**src/rtl/router_ctrl_if.sv**
```systemverilog
// router_ctrl_if -- bundles the source handshake and the per-destination
// FIFO signals of the router controller.
//   Source side : pkt_valid, data_in -> controller; busy <- controller
//   FIFO side   : fifo_full, fifo_empty, read_enb -> controller;
//                 data_out, write_enb, vld_out, soft_reset <- controller
//   Status      : lfd_state, parity_err <- controller
// Modports: slave = the controller, master = the environment driving it.
interface router_ctrl_if;
  logic       pkt_valid;
  logic [7:0] data_in;
  logic [2:0] fifo_full;
  logic [2:0] fifo_empty;
  logic [2:0] read_enb;
  logic [7:0] data_out;
  logic [2:0] write_enb;
  logic       lfd_state;
  logic       busy;
  logic [2:0] vld_out;
  logic       parity_err;
  logic [2:0] soft_reset;

  modport slave (
    input  pkt_valid, data_in, fifo_full, fifo_empty, read_enb,
    output data_out, write_enb, lfd_state, busy, vld_out, parity_err, soft_reset
  );

  modport master (
    output pkt_valid, data_in, fifo_full, fifo_empty, read_enb,
    input  data_out, write_enb, lfd_state, busy, vld_out, parity_err, soft_reset
  );
endinterface

```
**src/rtl/router_ctrl.sv**
```systemverilog
// router_ctrl -- packet router controller. Parses {len[7:2], addr[1:0]}
// headers, forwards header + len payload bytes + parity byte through a
// one-entry hold register into one of three destination FIFOs, drops
// packets addressed to 3, and checks the running XOR parity.
// Ports:
//   clock - rising-edge clock for all state
//   reset - asynchronous active-high reset
//   bus   - router_ctrl_if.slave (source handshake, FIFO strobes/status)
// Configuration macro: ROUTER_CTRL_TIMEOUT_EN adds per-destination read
// timeout counters that pulse soft_reset; without it soft_reset is 0.
module router_ctrl (
  input  logic         clock,
  input  logic         reset,
  router_ctrl_if.slave bus
);

  typedef enum logic [1:0] {
    DECODE = 2'd0,
    LOAD   = 2'd1,
    DROP   = 2'd2
  } state_t;

  // Running parity accumulator step.
  function automatic logic [7:0] parity_acc(input logic [7:0] acc, input logic [7:0] b);
    return acc ^ b;
  endfunction

  // Selects one destination bit; address 3 has no FIFO and reads as 0.
  function automatic logic bit_sel(input logic [2:0] vec, input logic [1:0] idx);
    case (idx)
      2'd0:    return vec[0];
      2'd1:    return vec[1];
      2'd2:    return vec[2];
      default: return 1'b0;
    endcase
  endfunction

  function automatic logic [2:0] one_hot(input logic [1:0] idx);
    case (idx)
      2'd0:    return 3'b001;
      2'd1:    return 3'b010;
      2'd2:    return 3'b100;
      default: return 3'b000;
    endcase
  endfunction

  state_t     state_r, state_nx_s;
  logic       hold_valid_r;
  logic [7:0] hold_data_r;
  logic [1:0] dest_r;
  logic [6:0] count_r;
  logic [7:0] parity_r;
  logic       parity_err_r;
  logic [2:0] soft_reset_s;

  logic       busy_s, accept_s, lfd_s, load_hold_s, flush_s;
  logic [2:0] write_s;
  logic [1:0] hdr_addr_s;
  logic [5:0] hdr_len_s;
  logic       dest_full_s, dest_srst_s, hdr_full_s;

  assign hdr_addr_s  = bus.data_in[1:0];
  assign hdr_len_s   = bus.data_in[7:2];
  assign dest_full_s = bit_sel(bus.fifo_full, dest_r);
  assign dest_srst_s = bit_sel(soft_reset_s, dest_r);
  assign hdr_full_s  = bit_sel(bus.fifo_full, hdr_addr_s);

  // Next-state, handshake and write-strobe decode.
  always_comb begin
    state_nx_s  = state_r;
    busy_s      = 1'b0;
    accept_s    = 1'b0;
    lfd_s       = 1'b0;
    load_hold_s = 1'b0;
    // A soft reset of the current destination abandons the held byte.
    flush_s     = (state_r == LOAD) && dest_srst_s;
    if (hold_valid_r && !dest_full_s && !flush_s) begin
      write_s = one_hot(dest_r);
    end else begin
      write_s = 3'b000;
    end
    case (state_r)
      DECODE: begin
        busy_s   = hold_valid_r | hdr_full_s;
        accept_s = bus.pkt_valid & ~busy_s & ~reset;
        if (accept_s) begin
          load_hold_s = (hdr_addr_s != 2'd3);
          lfd_s       = (hdr_addr_s != 2'd3);
          state_nx_s  = (hdr_addr_s != 2'd3) ? LOAD : DROP;
        end else begin
          state_nx_s = DECODE;
        end
      end
      LOAD: begin
        busy_s      = hold_valid_r & dest_full_s;
        accept_s    = bus.pkt_valid & ~busy_s & ~reset;
        load_hold_s = accept_s & ~flush_s;
        if (accept_s && count_r == 7'd1) begin
          state_nx_s = DECODE;
        end else if (flush_s) begin
          state_nx_s = DROP;
        end else begin
          state_nx_s = LOAD;
        end
      end
      DROP: begin
        accept_s = bus.pkt_valid & ~reset;
        if (accept_s && count_r == 7'd1) begin
          state_nx_s = DECODE;
        end else begin
          state_nx_s = DROP;
        end
      end
      default: begin
        state_nx_s = DECODE;
      end
    endcase
  end

  // State, hold register, byte count and parity tracking.
  always_ff @(posedge clock or posedge reset) begin
    if (reset) begin
      state_r      <= DECODE;
      hold_valid_r <= 1'b0;
      hold_data_r  <= 8'd0;
      dest_r       <= 2'd0;
      count_r      <= 7'd0;
      parity_r     <= 8'd0;
      parity_err_r <= 1'b0;
    end else begin
      state_r      <= state_nx_s;
      parity_err_r <= 1'b0;
      if (load_hold_s) begin
        hold_valid_r <= 1'b1;
        hold_data_r  <= bus.data_in;
      end else if (write_s != 3'b000 || flush_s) begin
        hold_valid_r <= 1'b0;
      end
      if (accept_s) begin
        case (state_r)
          DECODE: begin
            count_r  <= {1'b0, hdr_len_s} + 7'd1;
            parity_r <= bus.data_in;
            if (hdr_addr_s != 2'd3) begin
              dest_r <= hdr_addr_s;
            end
          end
          LOAD: begin
            count_r <= count_r - 7'd1;
            if (count_r == 7'd1) begin
              // Parity byte: compare against the XOR of header + payload.
              parity_err_r <= !flush_s && (parity_r != bus.data_in);
              parity_r     <= 8'd0;
            end else begin
              parity_r <= parity_acc(parity_r, bus.data_in);
            end
          end
          DROP: begin
            count_r  <= count_r - 7'd1;
            parity_r <= 8'd0;
          end
          default: begin
            count_r <= 7'd0;
          end
        endcase
      end
    end
  end

`ifdef ROUTER_CTRL_TIMEOUT_EN
  logic [4:0] tmo_cnt_r [3];
  logic [2:0] soft_reset_r;

  // Per-destination timeout: counts cycles a FIFO holds data with no read.
  always_ff @(posedge clock or posedge reset) begin
    if (reset) begin
      for (int i = 0; i < 3; i++) begin
        tmo_cnt_r[i] <= 5'd0;
      end
      soft_reset_r <= 3'b000;
    end else begin
      for (int i = 0; i < 3; i++) begin
        if (bus.read_enb[i] || bus.fifo_empty[i]) begin
          tmo_cnt_r[i]    <= 5'd0;
          soft_reset_r[i] <= 1'b0;
        end else if (tmo_cnt_r[i] == 5'd29) begin
          // This increment reaches 30: pulse and restart.
          tmo_cnt_r[i]    <= 5'd0;
          soft_reset_r[i] <= 1'b1;
        end else begin
          tmo_cnt_r[i]    <= tmo_cnt_r[i] + 5'd1;
          soft_reset_r[i] <= 1'b0;
        end
      end
    end
  end

  assign soft_reset_s = soft_reset_r;
`else
  assign soft_reset_s = 3'b000;
`endif

  assign bus.data_out   = hold_data_r;
  assign bus.write_enb  = write_s;
  assign bus.lfd_state  = lfd_s;
  assign bus.busy       = busy_s & ~reset;
  assign bus.vld_out    = ~bus.fifo_empty;
  assign bus.parity_err = parity_err_r;
  assign bus.soft_reset = soft_reset_s;

endmodule

```
**src/flat_wrapper.sv**
```systemverilog
// flat-port wrapper written by rule: the top's interface ports become plain ports
module router_ctrl_flat 
  (clock, reset, bus_pkt_valid, bus_data_in, bus_fifo_full, bus_fifo_empty, bus_read_enb, bus_data_out, bus_write_enb, bus_lfd_state, bus_busy, bus_vld_out, bus_parity_err, bus_soft_reset);
  router_ctrl_if bus_i ();
  input  logic clock;
  input  logic reset;
  input wire logic [$bits(bus_i.pkt_valid)-1:0] bus_pkt_valid;
  input wire logic [$bits(bus_i.data_in)-1:0] bus_data_in;
  input wire logic [$bits(bus_i.fifo_full)-1:0] bus_fifo_full;
  input wire logic [$bits(bus_i.fifo_empty)-1:0] bus_fifo_empty;
  input wire logic [$bits(bus_i.read_enb)-1:0] bus_read_enb;
  output wire logic [$bits(bus_i.data_out)-1:0] bus_data_out;
  output wire logic [$bits(bus_i.write_enb)-1:0] bus_write_enb;
  output wire logic [$bits(bus_i.lfd_state)-1:0] bus_lfd_state;
  output wire logic [$bits(bus_i.busy)-1:0] bus_busy;
  output wire logic [$bits(bus_i.vld_out)-1:0] bus_vld_out;
  output wire logic [$bits(bus_i.parity_err)-1:0] bus_parity_err;
  output wire logic [$bits(bus_i.soft_reset)-1:0] bus_soft_reset;
  assign bus_i.pkt_valid = bus_pkt_valid;
  assign bus_i.data_in = bus_data_in;
  assign bus_i.fifo_full = bus_fifo_full;
  assign bus_i.fifo_empty = bus_fifo_empty;
  assign bus_i.read_enb = bus_read_enb;
  assign bus_data_out = bus_i.data_out;
  assign bus_write_enb = bus_i.write_enb;
  assign bus_lfd_state = bus_i.lfd_state;
  assign bus_busy = bus_i.busy;
  assign bus_vld_out = bus_i.vld_out;
  assign bus_parity_err = bus_i.parity_err;
  assign bus_soft_reset = bus_i.soft_reset;
  router_ctrl u_core (.clock(clock), .reset(reset), .bus(bus_i));
endmodule
```
**config.mk**
```make
export PLATFORM = sky130hd
export DESIGN_NAME = router_ctrl_flat
export DESIGN_NICKNAME = d
export VERILOG_FILES = /design/src/rtl/router_ctrl_if.sv /design/src/rtl/router_ctrl.sv /design/src/flat_wrapper.sv
export SDC_FILE = /design/constraint.sdc
export NUM_CORES = 1
export LEC_CHECK = 0
export CAP_MARGIN = 5
export CELL_PAD_IN_SITES_DETAIL_PLACEMENT = 0
export CELL_PAD_IN_SITES_GLOBAL_PLACEMENT = 1
export CORE_MARGIN = 2
export CORE_UTILIZATION = 42
export CTS_BUF_LIST = sky130_fd_sc_hd__clkbuf_16
export DETAILED_ROUTE_END_ITERATION = 10
export PLACE_DENSITY = 0.95
export RECOVER_POWER = 100
export SLEW_MARGIN = 10
export SYNTH_ARGS = -nofsm -noshare
export SYNTH_HDL_FRONTEND = slang
export SYNTH_SLANG_ARGS = --single-unit
```
**constraint.sdc**
```tcl
create_clock -name clock -period 4.4 [get_ports clock]
set_input_delay 0.44 -clock clock [delete_from_list [all_inputs] [get_ports clock]]
set_output_delay 0.44 -clock clock [all_outputs]
set_load 0.05 [all_outputs]
```
==> run summary <==
Wire length per cell: 14.6 um
Post-Syn Area: 2040 um2
Area contributors post-synth: dfrtp_1 (35%), mux2_4 (5.9%), ha_1 (4.9%)
Asr flop ratio synth: 1.00
Post-synth EDFFs: 0
# rows: 25
CP Class: input pin to output port
CP arrival: 2860 ps
DR pass1 iterations: 4
Vias per cell: 5.51
Synthesis-stage register bit count: 29
CTS tree: yes
Drt drc: 0
Fmax: 0.303 GHz
Die Wd: 73.8 um
Yosys warns: 0
Violated checks: capacitance limit, slew limit
Vias: 1,730
CP Capture Type: output port
Grt total ovfl: 0
Slew Viols, Final: 51
Start point of the critical path: bus_data_in[1]
Routed Wire Length: 4.57 mm
Tot Pwr: 0.00170 W
Worst-Skew Late Latency: 270 ps
Cell taking the most area after synthesis: dfrtp_1
First-pass GRT wire length: 7.58 mm
Mean Syn Cell Area: 9.29 um2
Top-area cell type share of the netlist area: 0.355
Post-CTS setup buffers: 0
RSZ-0062 raised after global routing: no
Detail Route Antenna Nets: 0
Run status: finished, violations left
Req. time, crit path: 3960 ps
Max_slew headroom: -0.0522
Critical hold path startpoint: u_core.bus.data_out[2]$_DFFE_PP0P_
FF-to-FF Start: u_core.state_r[0]$_DFF_PP0_
Setup violations, final: 0
Starting Density: 0.433
CP Max Fanout: 9
# diodes: 0
Share of layout cells above drive strength 1: 0.0850
TritonCTS buffer count: 5
Clk buf depth: 2
Slew @ Worst Pin: 1580 ps
Leakage: 1.05 nW
Final hold vios: 0
Vias in the first global route: 1,590
Most used DFF post-synth: dfrtp_1
Overall die area: 5440 um2
Cts repair resizes: 0
Max-Cap Viols: 1
Area grow syn2layout: 21.2%
Nets: 274
Core Footprint: 4720 um2
Part of the Yosys area used for sequential elements: 0.355
Skew final: 5.42 ps
Total GRT Usage: 0.181
Synth cell types: 53
H-tree levels: 2
I/O pin count: 40
Clk pin slew, worst setup/hold paths: 50 ps
DP HPWL: 3.19 mm
Final Cycle Share: 0.749
Die Height: 73.8 um
I/O Buffers: 33
Clock root buffer master: clkbuf_16
PD cells: 688 nW/um2
Worst hold path class: flop to flop
Initial antenna violation count: 0
Max IR drop VDD: 0.278 mV
Largest net degree at the start of global routing: 30
GP Congestion: 0.811
Final min period: 3300 ps
Final setup TNS: 0 ps
CTS sink cnt: 29
DR iter-0 viols: 112
CTS Hold Bufs: 0
Post-Synthesis Cells: 220
Startpoint Class: input pin
## registers in the layout, summed over array words and instances, names as in the netlist
register / count
u_core.hold_valid_r: 1
u_core.parity_r: 8
u_core.dest_r: 2
u_core.bus.parity_err: 1
u_core.state_r: 2
u_core.count_r: 7
u_core.bus.data_out: 8
## cell usage after synthesis (4+ instances only)
| library cell | n |
|---|---|
| a21oi_1 | 6 |
| and3_1 | 4 |
| buf_4 | 4 |
| clkbuf_1 | 8 |
| dfrtp_1 | 29 |
| ha_1 | 8 |
| inv_1 | 15 |
| mux2_4 | 8 |
| nand2_1 | 10 |
| nand3_1 | 12 |
| nand4_1 | 4 |
| nor2_1 | 19 |
| o21ai_0 | 18 |
| o21ai_1 | 5 |
| o41ai_1 | 8 |
| xnor2_1 | 11 |
## cells in the final DEF (no fill, tap or decap), drive strengths merged, types with 8 or more instances in the layout
| master | n |
|---|---|
| dfrtp | 29 |
| ha | 8 |
| nand2 | 10 |
| o41ai | 8 |
| clkdlybuf4s50 | 14 |
| o21ai | 24 |
| dlygate4sd3 | 19 |
| xnor2 | 11 |
| nand3 | 12 |
| nor2 | 21 |
| mux2 | 8 |
| inv | 15 |
## logic make-up after synthesis
family          Yosys count  share of synthesized area
compound gates           60                      0.212
xor+xnor                 12                     0.0514
fa+ha+maj                 8                     0.0490
buf+inv                  32                     0.0783
flops                    29                      0.355
mux                      10                     0.0685
other cells               1                    0.00183
simple gates             68                      0.184
## area by class of cell
cell class	instances	area (um2)
clock buffers	5	125
clock inverters	3	41.3
fillers	444	2240
inverters	15	56.3
multi-input cells	161	1110
flip-flops and latches	29	726
well taps	67	83.8
repair buffers	34	334
## through the flow
step                worst slack, ps  utilization  std cells  hold WS (ps)  area [um2]
floorplan                      2210            -        222           457        2050
global placement               1100        0.502        306           480        2370
detailed placement             1060        0.502        306           487        2370
CTS                            1050        0.537        314           497        2540
global route                    940        0.525        314           525        2480
finish                         1100        0.525        314           481        2480
## critical path, cell delays in order
cell           delay [ps]
dlygate4sd3_1         760
mux2i_1               290
o211a_1               230
and3_1                240
dlygate4sd3_1         890
## final timing paths
| check | endpoint | slack [ps] | cells past startpoint |
|---|---|---|---|
| min reg2reg | u_core.bus.data_out[2]$_DFFE_PP0P_ | 480 | 1 |
| max reg2reg | u_core.count_r[2]$_DFFE_PP0P_ | 1620 | 6 |
| min | u_core.bus.data_out[2]$_DFFE_PP0P_ | 480 | 1 |
| max | bus_lfd_state | 1100 | 5 |
| min in group asynchronous | u_core.state_r[0]$_DFF_PP0_ | 1190 | 3 |
| max in group asynchronous | u_core.count_r[2]$_DFFE_PP0P_ | 2280 | 3 |
## power breakdown
part | leakage [nW] | switching, W | internal [W] | total (W)
Sequential | 0.361 | 0.000105 | 0.000384 | 0.000490
Combinational | 0.610 | 0.000516 | 0.000319 | 0.000836
Clock | 0.0775 | 0.000115 | 0.000264 | 0.000380
## metal layers
metal  global-route usage  part of all wire  up-vias
met1                0.253              0.47      835
li1                     -                 -      839
met4               0.0626             0.012        0
met5                    0                 0        -
met2                0.278              0.47       50
met3               0.0370             0.054        6
(Power assumes the default switching activity.)
